--- config.mk ---
export PLATFORM = sky130hd
export DESIGN_NAME = tank_level_emulator_flat
export DESIGN_NICKNAME = d
export VERILOG_FILES = /design/src/rtl/tank_level_if.sv /design/src/rtl/tank_level_emulator.sv /design/src/flat_wrapper.sv
export SDC_FILE = /design/constraint.sdc
export NUM_CORES = 1
export LEC_CHECK = 0
export ABC_CLOCK_PERIOD_IN_PS = 3000
export CORE_MARGIN = 2
export CORE_UTILIZATION = 35
export CTS_CLUSTER_DIAMETER = 100
export DETAILED_ROUTE_END_ITERATION = 10
export PLACE_DENSITY_LB_ADDON = 0.05
export SYNTH_ARGS = -nofsm -noshare
export SYNTH_HDL_FRONTEND = slang
export SYNTH_SLANG_ARGS = --single-unit
--- constraint.sdc ---
create_clock -name clk -period 3 [get_ports clk]
set_input_delay 0.3 -clock clk [delete_from_list [all_inputs] [get_ports clk]]
set_output_delay 0.3 -clock clk [all_outputs]
set_load 0.05 [all_outputs]
--- src/rtl/tank_level_if.sv ---
// tank_level_if
//   Sensor/valve bundle between the tank controller (master) and the tank
//   plant model (slave).
//   ve, dr, clr : controller -> tank (valve open, outlet draw, flag clear)
//   l, m, h     : tank -> controller level sensors (thermometer code)
//   level       : current water level, W bits
//   ovf, dry    : sticky fault flags
interface tank_level_if #(
  parameter int W = 8
);
  logic         ve;
  logic         dr;
  logic         clr;
  logic         l;
  logic         m;
  logic         h;
  logic [W-1:0] level;
  logic         ovf;
  logic         dry;

  modport master (output ve, dr, clr, input l, m, h, level, ovf, dry);
  modport slave  (input ve, dr, clr, output l, m, h, level, ovf, dry);
endinterface

--- src/rtl/tank_level_emulator.sv ---
// tank_level_emulator
//   Cycle-accurate water tank plant. Integrates the inlet valve (ve) and
//   outlet draw (dr) through two prescalers into a saturating level register
//   and drives the l/m/h level sensors back to the controller.
//   clk   : single clock, rising edge
//   rst_n : asynchronous active-low reset
//   tif   : slave side of tank_level_if (ve/dr/clr in; l/m/h/level/ovf/dry out)
module tank_level_emulator #(
  parameter int W          = 8,
  parameter int CAP        = 255,
  parameter int INIT_LEVEL = 0,
  parameter int L_TH       = 32,
  parameter int M_TH       = 128,
  parameter int H_TH       = 224,
  parameter int FILL_DIV   = 4,
  parameter int DRAIN_DIV  = 8
) (
  input logic          clk,
  input logic          rst_n,
  tank_level_if.slave  tif
);

  localparam int FW = (FILL_DIV  > 1) ? $clog2(FILL_DIV)  : 1;
  localparam int DW = (DRAIN_DIV > 1) ? $clog2(DRAIN_DIV) : 1;

  localparam logic [W-1:0] CAP_V  = W'(CAP);
  localparam logic [W-1:0] INIT_V = W'(INIT_LEVEL);

  logic [FW-1:0] fcnt;
  logic [DW-1:0] dcnt;
  logic          ft, dt;
  logic [W-1:0]  level_q, level_nx;
  logic          ovf_q, dry_q, ovf_set, dry_set;
  logic          l_q, m_q, h_q;

  // A tick fires on the last count of a continuous run; dropping the input
  // discards partial progress.
  assign ft = tif.ve && (fcnt == FW'(FILL_DIV - 1));
  assign dt = tif.dr && (dcnt == DW'(DRAIN_DIV - 1));

  always_ff @(posedge clk or negedge rst_n) begin
    if (!rst_n) begin
      fcnt <= '0;
      dcnt <= '0;
    end else begin
      fcnt <= (!tif.ve || ft) ? '0 : fcnt + FW'(1);
      dcnt <= (!tif.dr || dt) ? '0 : dcnt + DW'(1);
    end
  end

  // Saturating level update; simultaneous ticks cancel without raising flags.
  always_comb begin
    level_nx = level_q;
    ovf_set  = 1'b0;
    dry_set  = 1'b0;
    case ({ft, dt})
      2'b10: begin
        if (level_q < CAP_V) level_nx = level_q + W'(1);
        else                 ovf_set  = 1'b1;
      end
      2'b01: begin
        if (level_q != '0) level_nx = level_q - W'(1);
        else               dry_set  = 1'b1;
      end
      default: ;
    endcase
  end

  always_ff @(posedge clk or negedge rst_n) begin
    if (!rst_n) begin
      level_q <= INIT_V;
      ovf_q   <= 1'b0;
      dry_q   <= 1'b0;
      l_q     <= (INIT_LEVEL >= L_TH);
      m_q     <= (INIT_LEVEL >= M_TH);
      h_q     <= (INIT_LEVEL >= H_TH);
    end else begin
      level_q <= level_nx;
      // set beats clear when both happen in the same cycle
      ovf_q   <= ovf_set | (ovf_q & ~tif.clr);
      dry_q   <= dry_set | (dry_q & ~tif.clr);
      // sensors follow the next level so they move on the same edge as level
      l_q     <= (level_nx >= W'(L_TH));
      m_q     <= (level_nx >= W'(M_TH));
      h_q     <= (level_nx >= W'(H_TH));
    end
  end

  assign tif.level = level_q;
  assign tif.ovf   = ovf_q;
  assign tif.dry   = dry_q;
  assign tif.l     = l_q;
  assign tif.m     = m_q;
  assign tif.h     = h_q;

endmodule

--- src/flat_wrapper.sv ---
// flat-port wrapper written by rule: the top's interface ports become plain ports
module tank_level_emulator_flat 
#(
  parameter int W          = 8,
  parameter int CAP        = 255,
  parameter int INIT_LEVEL = 0,
  parameter int L_TH       = 32,
  parameter int M_TH       = 128,
  parameter int H_TH       = 224,
  parameter int FILL_DIV   = 4,
  parameter int DRAIN_DIV  = 8
)
  (clk, rst_n, tif_ve, tif_dr, tif_clr, tif_l, tif_m, tif_h, tif_level, tif_ovf, tif_dry);
  tank_level_if #(.W(W)) tif_i ();
  input logic clk;
  input logic rst_n;
  input wire logic [$bits(tif_i.ve)-1:0] tif_ve;
  input wire logic [$bits(tif_i.dr)-1:0] tif_dr;
  input wire logic [$bits(tif_i.clr)-1:0] tif_clr;
  output wire logic [$bits(tif_i.l)-1:0] tif_l;
  output wire logic [$bits(tif_i.m)-1:0] tif_m;
  output wire logic [$bits(tif_i.h)-1:0] tif_h;
  output wire logic [$bits(tif_i.level)-1:0] tif_level;
  output wire logic [$bits(tif_i.ovf)-1:0] tif_ovf;
  output wire logic [$bits(tif_i.dry)-1:0] tif_dry;
  assign tif_i.ve = tif_ve;
  assign tif_i.dr = tif_dr;
  assign tif_i.clr = tif_clr;
  assign tif_l = tif_i.l;
  assign tif_m = tif_i.m;
  assign tif_h = tif_i.h;
  assign tif_level = tif_i.level;
  assign tif_ovf = tif_i.ovf;
  assign tif_dry = tif_i.dry;
  tank_level_emulator #(.W(W), .CAP(CAP), .INIT_LEVEL(INIT_LEVEL), .L_TH(L_TH), .M_TH(M_TH), .H_TH(H_TH), .FILL_DIV(FILL_DIV), .DRAIN_DIV(DRAIN_DIV)) u_core (.clk(clk), .rst_n(rst_n), .tif(tif_i));
endmodule
==> metrics <==
maxcap violations=0; Post-CTS Resized=0; Diodes inserted=0; Syn Nets=133; TritonCTS clock tree=built; Reg clk slew, reported paths=0.12 ns; vias=986; DR vias/cell=5.45; I/O pins=18; Tmin final=2.50 ns; startpoint types=flop; remaining antenna violation count=0; Reg area=450 sq um; starting density of the core=0.370; H-tree depth=1; crit-path max cell delay=0.54 ns; Final Setup Violations=0; All-Layer GR Usage=0.153; Area Growth Syn to Fin=20.7%; reg-to-reg endpoint=u_core.tif.h; Worst R2R Start=u_core.dcnt[0]; slowest CP cell=or4_1; fin crit share=0.833; initial antenna violation count=0; DRC viols=0; pwr dens=451 nW/um^2; die width=60.8 um; worst-path cell chain=ha_1, ha_1, and2_1, ha_1, or4_1, a21oi_1, a311oi_1, nor3_1; status=complete, no violations; first-pass GRT wire length=4130 um; register area share after synthesis=0.399; Clock Latency Late Sink=0.31 ns; Worst Path Max Fanout=11; most frequent cells in the layout=18 x dfrtp_1, 17 x clkdlybuf4s50_1, 15 x inv_1; Clock Skew=0.0183 ns; Nets=150; Clock Path Buffers=2; Worst EP arrival=2.70 ns; Syn Inst Count=121; top cell family by delay on the critical path=simple AND/OR/NAND/NOR gates; unrepaired setup endpoints after global routing=false; setup TNS=0 ns; Setup Crit Path Kind=flop to flop; GPL Wtd Cong=0.875; Initial DRC Count=40; crit end category=flop; pin count of the biggest net entering global routing=19; Crit path top cell by count=ha_1; dpl hpwl=1860 um; Mapped Area=1130 sq um; Pleak=0.630 nW; vias in the first global route=897; layout cells sized above 1=0.0657; Post-CTS Setup Repair Bufs=0; CTS Hold Buffers Added=0; die area=3700 sq um; drt pass-1 iters=4; R2R depth=8; Hold Vio Cnt, Final=0; Synth cell types=38; commonest non-fill, non-tap cell in the layout=dfrtp_1; Required @ worst endpoint=3.20 ns; drt wl/cell=14.4 um; GRT Residual Overflow=0; WP buf/inv=0; hold crit path type=input port to asynchronous set/reset pin; ys flop type=dfrtp_1; total core area=3050 sq um; Slew Limit Fails=0; Mean Syn Cell Area=9.34 sq um; Synth Warn #=0; Max transition margin=0.462; fill count=318; row cnt=20; Die Ht=60.8 um; EDFF count, synth=0; asr flop ratio synth=1.00; Max Freq=400 MHz; Port Buf Inserts=17; IR drop worst, VDD=0.156 mV; final wirelength=2600 um; Power Total=615 uW; Multi-input gate area=596 sq um; Synth Register Bits=18; clock root buffer=clkbuf_4; Worst R2R Setup Slack=0.50 ns; Slew @ Worst Pin=0.804 ns; CTS sink count=18; TritonCTS Buffers=3
## flip-flops by register name, summed over array words and instances, names as in the netlist
| name | cells |
|---|---|
| u_core.tif.l | 1 |
| u_core.tif.level | 8 |
| u_core.tif.h | 1 |
| u_core.tif.m | 1 |
| u_core.tif.ovf | 1 |
| u_core.dcnt | 3 |
| u_core.tif.dry | 1 |
| u_core.fcnt | 2 |
## cell type report
cell class / count / share of cell area
well taps: 44 / 0.0404
repair buffers: 17 / 0.125
multi-input cells: 83 / 0.437
flip-flops and latches: 18 / 0.330
inverters: 15 / 0.0413
clock buffers: 4 / 0.0266
## metrics by stage
step	instance area, sq um	setup WS (ns)	util	hold slack, ns	std cells
6_report	1360	0.502	0.447	0.443	181
5_1_grt	1360	0.326	0.447	0.477	181
4_1_cts	1360	0.478	0.447	0.452	181
3_5_place_dp	1330	0.510	0.435	0.436	177
3_3_place_gp	1330	0.618	0.435	0.424	177
2_1_floorplan	1130	0.751	-	0.00441	121
## report_power, final
part           switching (mW)  leakage, nW  internal, mW
registers              0.0258        0.243         0.264
logic                   0.112        0.366        0.0573
clock network          0.0823       0.0210        0.0740
total                   0.220        0.630         0.395
## synthesized netlist by cell type, drive strengths merged, types with 2 or more instances
cell type / n / share of area
dfrtp: 18 / 0.40
inv: 15 / 0.050
o21ai: 14 / 0.062
ha: 7 / 0.078
nand3: 7 / 0.031
a21oi: 6 / 0.027
nand2: 5 / 0.017
a31oi: 4 / 0.022
nor2: 4 / 0.013
and3b: 3 / 0.023
clkbuf: 3 / 0.010
nor3: 3 / 0.018
a21o: 2 / 0.013
a22o: 2 / 0.016
and3: 2 / 0.012
buf: 2 / 0.014
mux2i: 2 / 0.018
nand4: 2 / 0.011
nor3b: 2 / 0.013
nor4b: 2 / 0.016
o21a: 2 / 0.013
o22ai: 2 / 0.011
o41ai: 2 / 0.039
## how the worst max path moves through the flow
| stage | depth (start not counted) | to | from |
|---|---|---|---|
| 2_1_floorplan | 10 | u_core.tif.l | u_core.dcnt[0] |
| 3_3_place_gp | 7 | u_core.tif.h | tif_dr |
| 3_5_place_dp | 8 | u_core.tif.h | u_core.dcnt[0] |
| 4_1_cts | 8 | u_core.tif.h | u_core.dcnt[0] |
| 5_1_grt | 8 | u_core.tif.h | u_core.dcnt[0] |
| 6_report | 8 | u_core.tif.h | u_core.dcnt[0] |
## kinds of logic (layout without fill, tap and decap cells)
logic type	after synthesis	after routing	share of synthesized area
AOI/OAI and AO/OA	39	39	0.238
adders and majority gates	7	7	0.0775
buffers and inverters	20	36	0.0742
DFF	18	18	0.399
muxes	2	2	0.0177
and+or+nand+nor	35	35	0.194
## layer usage
metal | wire length, um | global-route usage | up-vias
li1 | - | - | 476
met1 | 1250 | 0.214 | 482
met2 | 1220 | 0.240 | 24
met3 | 109 | 0.0256 | 4
met4 | 21 | 0.0528 | 0
met5 | 0 | 0 | -
No activity file was read; power rests on OpenSTA's default activity.
